`src/rtl/wb_pkg.sv`:
```
// Shared types and constants for the writeback stage: default widths, the
// zero-register address and the packed WB pipeline register bundle.
package wb_pkg;

  localparam int WB_DATA_W = 32;
  localparam int WB_ADDR_W = 5;
  localparam int WB_SEL_W  = 3;
  localparam int WB_NSRC   = 6;

  localparam logic [WB_ADDR_W-1:0] RF_ZERO_ADDR = '0;

  typedef struct packed {
    logic                 valid;
    logic                 rf_we;
    logic                 hi_we;
    logic                 lo_we;
    logic [WB_ADDR_W-1:0] rfaddr;
    logic [WB_DATA_W-1:0] rfdata;
    logic [WB_DATA_W-1:0] hi;
    logic [WB_DATA_W-1:0] lo;
  } wb_bundle_t;

endpackage

```
`src/rtl/wb_src_mux.sv`:
```
// Parametrised NSRC:1 source mux. Out-of-range selects yield zero data and
// raise oor_o, so callers can flag bad decode without X propagation.
module wb_src_mux #(
  parameter int DATA_W = 32,
  parameter int NSRC   = 6,
  parameter int SEL_W  = 3
) (
  input  logic [NSRC*DATA_W-1:0] src_bus_i,
  input  logic [SEL_W-1:0]       sel_i,
  output logic [DATA_W-1:0]      data_o,
  output logic                   oor_o
);

  logic [DATA_W-1:0] src_arr [NSRC];
  logic [NSRC-1:0]   hit_vec;

  genvar gi;
  generate
    for (gi = 0; gi < NSRC; gi++) begin : g_src
      assign src_arr[gi] = src_bus_i[gi*DATA_W +: DATA_W];
      assign hit_vec[gi] = (sel_i == SEL_W'(gi));
    end
  endgenerate

  // One-hot AND-OR keeps the mux free of out-of-range array indexing.
  always_comb begin
    data_o = '0;
    for (int i = 0; i < NSRC; i++) begin
      if (hit_vec[i]) data_o = data_o | src_arr[i];
    end
  end

  assign oor_o = ~(|hit_vec);

endmodule

```
`src/rtl/wb_writeback_unit.sv`:
```
// Registered writeback stage with RF source select, HI/LO ownership, ID-stage
// forwarding and sticky select-error. Optional retire counter: WB_RETIRE_CNT_EN.
module wb_writeback_unit
  import wb_pkg::*;
#(
  parameter int DATA_W = WB_DATA_W,
  parameter int NSRC   = WB_NSRC,
  parameter int SEL_W  = WB_SEL_W,
  parameter int ADDR_W = WB_ADDR_W
) (
  input  logic                   clk,
  input  logic                   rst_n,
  input  logic                   in_valid,
  input  logic                   in_flush,
  input  logic [NSRC*DATA_W-1:0] in_src_bus,
  input  logic [SEL_W-1:0]       in_sel,
  input  logic [ADDR_W-1:0]      in_rfaddr,
  input  logic                   in_rf_we,
  input  logic                   in_hi_we,
  input  logic                   in_lo_we,
  input  logic                   in_hi_sel,
  input  logic                   in_lo_sel,
  input  logic [DATA_W-1:0]      in_rs_hi,
  input  logic [DATA_W-1:0]      in_alu_hi,
  input  logic [DATA_W-1:0]      in_rs_lo,
  input  logic [DATA_W-1:0]      in_alu_lo,
  input  logic [ADDR_W-1:0]      rd_addr_a,
  input  logic [ADDR_W-1:0]      rd_addr_b,
  output logic                   rf_we,
  output logic [ADDR_W-1:0]      rf_waddr,
  output logic [DATA_W-1:0]      rf_wdata,
  output logic [DATA_W-1:0]      hi_q,
  output logic [DATA_W-1:0]      lo_q,
  output logic [DATA_W-1:0]      hi_fwd,
  output logic [DATA_W-1:0]      lo_fwd,
  output logic                   fwd_hit_a,
  output logic                   fwd_hit_b,
  output logic                   sel_err
`ifdef WB_RETIRE_CNT_EN
  ,
  output logic [31:0]            retire_cnt
`endif
);

  logic [DATA_W-1:0] mux_data;
  logic              mux_oor;
  wb_bundle_t        wb_d;
  wb_bundle_t        wb_q;
  logic              sel_err_q;
  logic              sel_err_d;
  logic              capture;

  wb_src_mux #(
    .DATA_W (DATA_W),
    .NSRC   (NSRC),
    .SEL_W  (SEL_W)
  ) u_src_mux (
    .src_bus_i (in_src_bus),
    .sel_i     (in_sel),
    .data_o    (mux_data),
    .oor_o     (mux_oor)
  );

  assign capture = in_valid & ~in_flush;

  // Payload loads every cycle; only valid gates its architectural effect.
  always_comb begin
    wb_d        = '0;
    wb_d.valid  = capture;
    wb_d.rf_we  = in_rf_we;
    wb_d.hi_we  = in_hi_we;
    wb_d.lo_we  = in_lo_we;
    wb_d.rfaddr = in_rfaddr;
    wb_d.rfdata = mux_data;
    wb_d.hi     = in_hi_sel ? in_rs_hi : in_alu_hi;
    wb_d.lo     = in_lo_sel ? in_rs_lo : in_alu_lo;
  end

  assign sel_err_d = sel_err_q | (capture & mux_oor);

  always_ff @(posedge clk or negedge rst_n) begin
    if (!rst_n) begin
      wb_q      <= '0;
      sel_err_q <= 1'b0;
    end else begin
      wb_q      <= wb_d;
      sel_err_q <= sel_err_d;
    end
  end

  always_ff @(posedge clk or negedge rst_n) begin
    if (!rst_n) begin
      hi_q <= '0;
      lo_q <= '0;
    end else begin
      if (wb_q.valid && wb_q.hi_we) hi_q <= wb_q.hi;
      if (wb_q.valid && wb_q.lo_we) lo_q <= wb_q.lo;
    end
  end

  assign rf_we     = wb_q.valid & wb_q.rf_we & (wb_q.rfaddr != RF_ZERO_ADDR);
  assign rf_waddr  = wb_q.rfaddr;
  assign rf_wdata  = wb_q.rfdata;
  assign hi_fwd    = (wb_q.valid & wb_q.hi_we) ? wb_q.hi : hi_q;
  assign lo_fwd    = (wb_q.valid & wb_q.lo_we) ? wb_q.lo : lo_q;
  assign fwd_hit_a = rf_we & (rf_waddr == rd_addr_a);
  assign fwd_hit_b = rf_we & (rf_waddr == rd_addr_b);
  assign sel_err   = sel_err_q;

`ifdef WB_RETIRE_CNT_EN
  logic [31:0] retire_q;
  logic [31:0] retire_d;

  assign retire_d = wb_q.valid ? retire_q + 32'd1 : retire_q;

  always_ff @(posedge clk or negedge rst_n) begin
    if (!rst_n) retire_q <= '0;
    else        retire_q <= retire_d;
  end

  assign retire_cnt = retire_q;
`endif

endmodule

```
`config.mk`:
```
export PLATFORM = sky130hd
export DESIGN_NAME = wb_writeback_unit
export DESIGN_NICKNAME = d
export VERILOG_FILES = /design/src/rtl/wb_pkg.sv /design/src/rtl/wb_src_mux.sv /design/src/rtl/wb_writeback_unit.sv
export SDC_FILE = /design/constraint.sdc
export NUM_CORES = 1
export LEC_CHECK = 0
export ABC_AREA = 1
export CAP_MARGIN = 20
export CORE_AREA = 2 2 201 203
export DETAILED_ROUTE_END_ITERATION = 16
export DIE_AREA = 0 0 203 205
export SETUP_SLACK_MARGIN = 0.3
export SKIP_CTS_REPAIR_TIMING = 1
export SLEW_MARGIN = 20
export SYNTH_ARGS = -nofsm -noshare
export SYNTH_HDL_FRONTEND = slang
export SYNTH_SLANG_ARGS = --single-unit
export TNS_END_PERCENT = 50
```
`constraint.sdc`:
```
create_clock -name clk -period 2.8 [get_ports clk]
set_input_delay 0.56 -clock clk [delete_from_list [all_inputs] [get_ports clk]]
set_output_delay 0.56 -clock clk [all_outputs]
set_load 0.005 [all_outputs]
```
==> flow_results.org, run 1 <==
** Drt
- Average wire length per cell after detail routing :: about 17 um
- For this run, the detailed router's first-pass iteration total came to 6.
- Initial DRC count :: roughly 260
- DRC viols :: 0
- Detailed-route wire length :: 31620 um
- Count of vias placed by the detailed router :: about 7300
- The count of nets left with antenna violations once routing finished came out at 0.
- Dividing the detail-routed via count by the number of cells gives around 4.

** Clock tree
- Level count of the clock H-tree :: 4
- CTS tree :: done
- Clock latency on the worst-skew pair, taken at its later pin, is approximately 440 ps.
- Number of sinks on the clock net :: between 150 and 200
- Clock-pin slew was measured on the worst setup and hold paths at ~80 ps.
- Number of buffers on the longest clock path :: 2
- Clock buffer count from CTS :: 17
- Root buf cell :: clkbuf_16

** Power and ir drop
- Summed over all cells, the static leakage comes to roughly 6.9 nW.
- Of the total power, the share spent switching nets is a little over a quarter.
- After layout, the design draws a total of 7.563 mW.
- Clk pwr share :: between 30% and 40%
- Combinational cells account for between 20 and 30% of the total power.
- Summed over all nets, the switching power comes to slightly above 2 mW.
- Sequential cells account for between 30 and 40% of the total power.
- P_int :: around 5.5 mW
- Power density of the placed cells :: approximately 520 nW/um^2
- Maximum vdd drop :: 0.3594 mV

** Synthesis
- Cell Area, Synth :: 7975 sq um
- The synthesized netlist devotes 5.821% of its cell area to compound gates.
- Of the total synthesized cell area, the portion taken by XOR and XNOR cells is less than 1%.
- For this run, the register share of the synthesized area comes to a little over half.
- Count of state elements after synthesis :: 170
- Most area-hungry cell type in the Yosys netlist :: dfrtp_1
- By area, the combinational part of the netlist is dominated by multiplexers.
- Dividing the synthesized area by the synthesized cell count gives around 10 sq um.
- Post-Synth Adder-Cell Area :: 0%
- Area share of and/or/nand/nor cells after synthesis :: between 10% and 20%
- Proportion of synthesized area in mux cells :: a little under a fifth
- Gate count after technology mapping :: 795
- Main area contributors after synthesis :: dfrtp_1, mux2_2, inv_1
- Total nets after synthesis :: ~1100
- The synthesized design devotes to its leading area cell type between 50 and 60% of total area.
- Total number of yosys warnings :: 0
- Distinct cell type count after synthesis :: 19

** Global routing
- The initial antenna violation count was 2.
- The number of global-route vias before repair came to about 7600.
- Summed over all layers, the global routing overflow is 0.
- The first global-routing pass estimated 44130 um of wire.
- All-layer global routing usage :: around 14%
- Entering global routing, the biggest net connects 65 pins.

** Place
- During placement, the flow inserted port buffers numbering about 520.
- Summed over all nets, the half-perimeter wirelength after detailed placement is 25240 um.
- Including well taps, the total number of placed cells is 1777.
- Final GP Congestion :: between 0.8 and 0.9

** Floorplanning
- Placeable Area :: 39370 sq um
- Overall die area :: roughly 42000 sq um
- Row generation in the floorplan step produced 73 rows.
- For this configuration, the core starts out at a cell density of between 20% and 30%.
- Die H :: a little over 200 um
- Die Width :: between 200 and 250 um
- I/O pins :: between 500 and 600

** Finish
- Area delta synth->final :: 80.73%
- Count of filler cells inserted in the layout :: 3927
- Cells with a size suffix above 1 make up 14.83% of the layout.
- The finished layout holds around 1800 standard cells, fillers aside.
- The multi-input combinational cells in the finished layout cover a total of between 2000 and 3000 sq um.
- Total number of nets in the final design :: around 1600
- Registers take between 4000 and 5000 sq um.

** Worst setup path
- Maximum fanout encountered on the critical timing path :: 16
- The slowest stage of the critical path belongs to the cell dfrtp_2.
- Kind of end point of the critical path :: primary output
- For the worst setup path, the data required time is 2240 ps.
- The setup check on the worst reg-to-reg path leaves a slack of approximately 1500 ps.
- STA puts the critical path data arrival time at 2020 ps.
- Category of the most critical setup path :: reg2out
- Sort of element at the start of the critical path :: flop
- The critical path goes through nand2_4 > clkbuf_16 > mux2_2 > clkdlybuf4s50_1.
- The largest single stage delay on the critical path is 460 ps.

** Timing
- Count of final setup violators :: 0
- The worst pin sits at a relative slew slack of a little under three fifths.
- The number of endpoints with negative hold slack in the final report came to 0.
- In the finished design, the share of the clock period the worst path needs comes to roughly 92%.
- The number of pins with negative max-slew slack in the final report came to 0.
- Static timing analysis puts the maximum clock frequency at just under 0.4 GHz.
- Setup TNS :: 0 ps
- Actual transition at the worst max-transition pin :: between 600 and 700 ps
- Hold timing on the final database bottoms out at a slack of about 65 ps.
- Setup repair after global routing could not meet its margin everywhere.
- Maximum clock skew at final layout :: between 6 and 7 ps
- Minimum clock period :: roughly 2600 ps

** Job
- Number of maximum-capacitance constraint violations :: 0

** Status
- The run finished with clean final reports.

** Worst hold path
- The min-delay analysis places its worst path in the category in2async.
==> worst paths after layout <==
check                      startpoint     endpoint  cells past startpoint
hold reg to reg               sel_err      sel_err                      1
min in group clk              sel_err      sel_err                      1
max in group asynchronous       rst_n  rf_wdata[0]                      2
setup / recovery            wb_q[104]   hi_fwd[15]                      4
setup reg to reg            wb_q[104]     lo_q[17]                      3
hold / removal                  rst_n     lo_q[21]                      1
==> logic make-up (layout without fill, tap and decap cells) <==
family / Yosys count / after routing
multiplexers: 128 / 128
AND/OR/NAND/NOR: 214 / 214
AO/OA/AOI/OAI: 92 / 92
flip-flops: 170 / 170
buffers and inverters: 189 / 682
XOR/XNOR: 2 / 2
other: 0 / 1
==> layout by cell type (no fill, tap or decap), drive strengths merged <==
cell and count:
a21oi 27, clkinvlp 1, bufinv 1, buf 18, clkdlybuf4s50 449, clkinv 5
dlymetal6s2s 65, nand3 70, inv 121, nand2 74, nand4 1, xnor2 2
diode 1, mux2 128, dfrtp 170, a31o 1, nor2 69, o21ai 64
clkbuf 22
==> cell type report <==
cell class | instances | share of cell area, %
multi-input combinational | 436 | 19.80
sequential | 170 | 29.53
clock inverter | 14 | 1.181
clock buffer | 18 | 3.047
tap | 525 | 4.557
antenna | 1 | 0.01736
timing repair buffer | 536 | 38.90
inverter | 114 | 2.969
==> worst max-delay path, delay by kind of cell (launching register included) <==
family / cells / cell delay, ps
flip-flops: 1 / 460
buffers and inverters: 2 / 650
multiplexers: 1 / 360
AND/OR/NAND/NOR: 1 / 110
==> power groups by stage <==
stage / Combinational (mW) / Sequential (mW) / Clock [mW]
floorplan: 0.623 / 2.96 / 0
CTS: 2.28 / 2.94 / 2.54
global route: 2.35 / 2.97 / 2.65
global placement: 2.27 / 2.97 / 0
detailed placement: 2.27 / 2.99 / 0
finish: 2.20 / 2.93 / 2.44
==> through the flow <==
stage	cell area [sq um]	worst slack (ps)	utilization, %
after floorplan	7975	1160	-
after global placement	13530	34.70	34.38
after detailed placement	13530	-6.296	34.38
after CTS	14140	-50.89	35.93
after global routing	14410	136.5	36.61
final	14410	220.6	36.61
==> metal layers <==
layer	wire (um)	vias up	GRT usage (%)	part of all wire [%]
li1	-	3477	-	-
met1	11660	3404	14.62	37
met2	16560	363	26.60	52
met3	2523	43	4.709	8.0
met4	868	2	5.865	2.7
met5	13	-	0	0.041
==> cell usage after synthesis <==
cell and instances:
buf_4 38, nand3_1 68, nor2_4 1, a21oi_1 27, a31o_2 1, mux2_1 4
o21ai_0 21, nor2_1 68, nand4_1 1, xnor2_1 2, nand2_1 74, inv_1 111
nand3_2 2, clkbuf_1 9, o21ai_1 43, buf_2 28, dfrtp_1 170, mux2_2 124
inv_2 3
==> flip-flops by register name (all words and copies together), names as in the netlist <==
register  count
wb_q         68
hi_q         32
lo_q         32
rf_wdata     32
rf_waddr      5
sel_err       1
Power figures use the tool's default switching activity.
==> inputs of run 2 (changes only) <==
Settings changed: CTS_BUF_LIST set to sky130_fd_sc_hd__clkbuf_8.
==> flow_results.org, run 2 (synthesis gave the netlist of run 1 again) <==
** Status
- Outcome :: completed

** Global routing
- Wire length of the first global-routing pass :: ~44000 um
- Via count of the first global-routing pass :: 7604
- Entering global routing, the biggest net connects 65 pins.
- All-layer global routing usage :: around 14%
- Congestion Overflow GR :: 0
- Number of antenna violations at the first check in global routing :: 1

** Timing
- Hold violation count in the final report :: 0
- The routed design could run at a clock period as short as between 2000 and 3000 ps.
- Final Max Slew Viols :: 0
- Count of final setup violators :: 0
- Measured against its own limit, the worst slew margin works out to about 56%.
- Actual transition at the worst max-transition pin :: approximately 660 ps
- Hold timing on the final database bottoms out at a slack of approximately 17 ps.
- Final period util :: 95.45%
- Timing-limited maximum frequency :: 0.3742 GHz
- Maximum clock skew at final layout :: around 13 ps
- Setup repair after global routing could not meet its margin everywhere.
- Worst Setup Slack, final :: 127.5 ps

** Worst hold path
- The path class of the tightest hold or removal check is in2async.

** Floorplanning
- Die H :: roughly 210 um
- The die covers between 40000 and 50000 sq um.
- The region available for standard cell placement spans just under 40000 sq um.
- Row generation in the floorplan step produced between 70 and 80 rows.
- For this configuration, the core starts out at a cell density of around 20%.
- Die Width :: between 200 and 250 um
- I/O pins :: ~520

** Clock tree
- Number of buffers on the longest clock path :: 2
- The clock net in this run drives a total of 170 sinks.
- Clock tree synthesis selected as its root buffer the cell clkbuf_8.
- CTS tree :: done
- Buffers inserted during clock tree synthesis total 17.
- Clock-pin slew reported for the worst setup and hold paths after clock tree synthesis :: 110 ps
- Source-to-sink clock delay at the later pin of the worst-skew pair :: 480 ps
- The H-tree was split into 4 levels.

** Drt
- Average wire length per cell after detail routing :: between 15 and 20 um
- The detail route stage leaves a number of antenna-violating nets equal to 0.
- DRC viols :: 0
- First-pass iteration count of the detailed router :: 4
- Detailed-route wire length :: 31490 um
- Initial DRC count :: approximately 230
- Count of vias placed by the detailed router :: roughly 7300
- In the routed layout, each cell is associated on average with a via count of 4.034.

** Place
- PortBufs :: a little over 500
- Area after DPL :: 13530 sq um
- Routability-driven placement finished with a final weighted congestion of approximately 0.86.
- Timing analysis after detailed placement gives a worst setup slack of -6.296 ps.
- Detailed-placement wirelength estimate :: around 25000 um

** Power and ir drop
- Maximum vdd drop :: 0.2838 mV
- Reported leakage power :: about 6.3 nW
- Power density of the placed cells :: about 500 nW/um^2

** Worst setup path
- Maximum fanout encountered on the critical timing path :: 16
- STA puts the critical path data arrival time at 2110 ps.
- For the worst setup path, the data required time is ~2200 ps.
- The worst setup path is captured at a primary output.
- Category of the most critical setup path :: reg2out
- STA classifies the critical path startpoint as a flop.

** Finish
- From synthesis to final layout, the design area changed by 77.35%.
- Most frequent cells in the layout :: clkdlybuf4s50_1, dfrtp_1, mux2_2
- Register name with the most flops :: wb_q
- The register with the most flip-flops in the layout has 68 of them.
- The library cell used most frequently in the layout, excluding fill and tap cells, is clkdlybuf4s50_1.
- The finished cells cover between 10000 and 15000 sq um.
- Total number of nets in the final design :: 1628
- The repair_antennas step left the layout with diodes totalling 0.
- The post-route netlist has between 10% and 20% of its cells at a drive strength greater than 1.
- Count of filler cells inserted in the layout :: 3965

** Job
- Number of maximum-capacitance constraint violations :: 0
[run 2: through the flow]
stage / std cells / TNS, ps / total power, mW / util (%)
floorplan: 795 / 0 / 3.582 / -
global route: 1819 / 0 / 7.408 / 35.93
CTS: 1809 / -260.7 / 7.152 / 35.44
detailed placement: 1777 / -6.296 / 5.256 / 34.38
global placement: 1777 / 0 / 5.241 / 34.38
finish: 1819 / 0 / 7.010 / 35.93
[run 2: layout make-up]
type	count	area, sq um	share of cell area [%]
Clock buffer	18	247.7	1.752
Clock inverter	14	170.2	1.203
Inverter	114	427.9	3.025
Multi-Input combinational cell	436	2849	20.14
Sequential cell	170	4257	30.10
Tap cell	525	656.9	4.644
Timing Repair Buffer	542	5535	39.14
[run 2: worst max-delay path, stage by stage, from the launching register on]
cell and delay, ps:
dfrtp_2 460, nand2_4 130, buf_12 170, mux2_2 380, clkdlybuf4s50_1 480
[run 2: final timing paths]
| check | start | endpoint | cells past startpoint | slack, ps |
|---|---|---|---|---|
| worst max-delay path | wb_q[104] | lo_fwd[3] | 4 | 130 |
| worst min-delay path | rst_n | wb_q[28] | 1 | 20 |
| worst max register to register | wb_q[104] | lo_q[7] | 4 | 1450 |
| worst min register to register | sel_err | sel_err | 1 | 480 |
| max in group asynchronous | rst_n | rf_wdata[0] | 2 | 2030 |
| min in group clk | sel_err | sel_err | 1 | 480 |
[run 2: per-layer routing]
| metal | up-vias | wire length (um) | global-route usage (%) |
|---|---|---|---|
| li1 | 3488 | - | - |
| met1 | 3426 | 11570 | 14.57 |
| met2 | 376 | 16420 | 26.43 |
| met3 | 45 | 2584 | 4.566 |
| met4 | 2 | 902 | 5.970 |
| met5 | - | 13 | 0 |
[run 2: power breakdown]
group          internal, mW  switching (mW)
clock network         0.780            1.05
registers              2.78           0.150
logic                  1.47           0.780
total                  5.03            1.98
==> inputs of run 3 (changes only) <==
Settings changed: CAP_MARGIN 20 to 10.
==> results of run 3 <==
The final DEF is identical to that of run 2; final timing and power are the same.
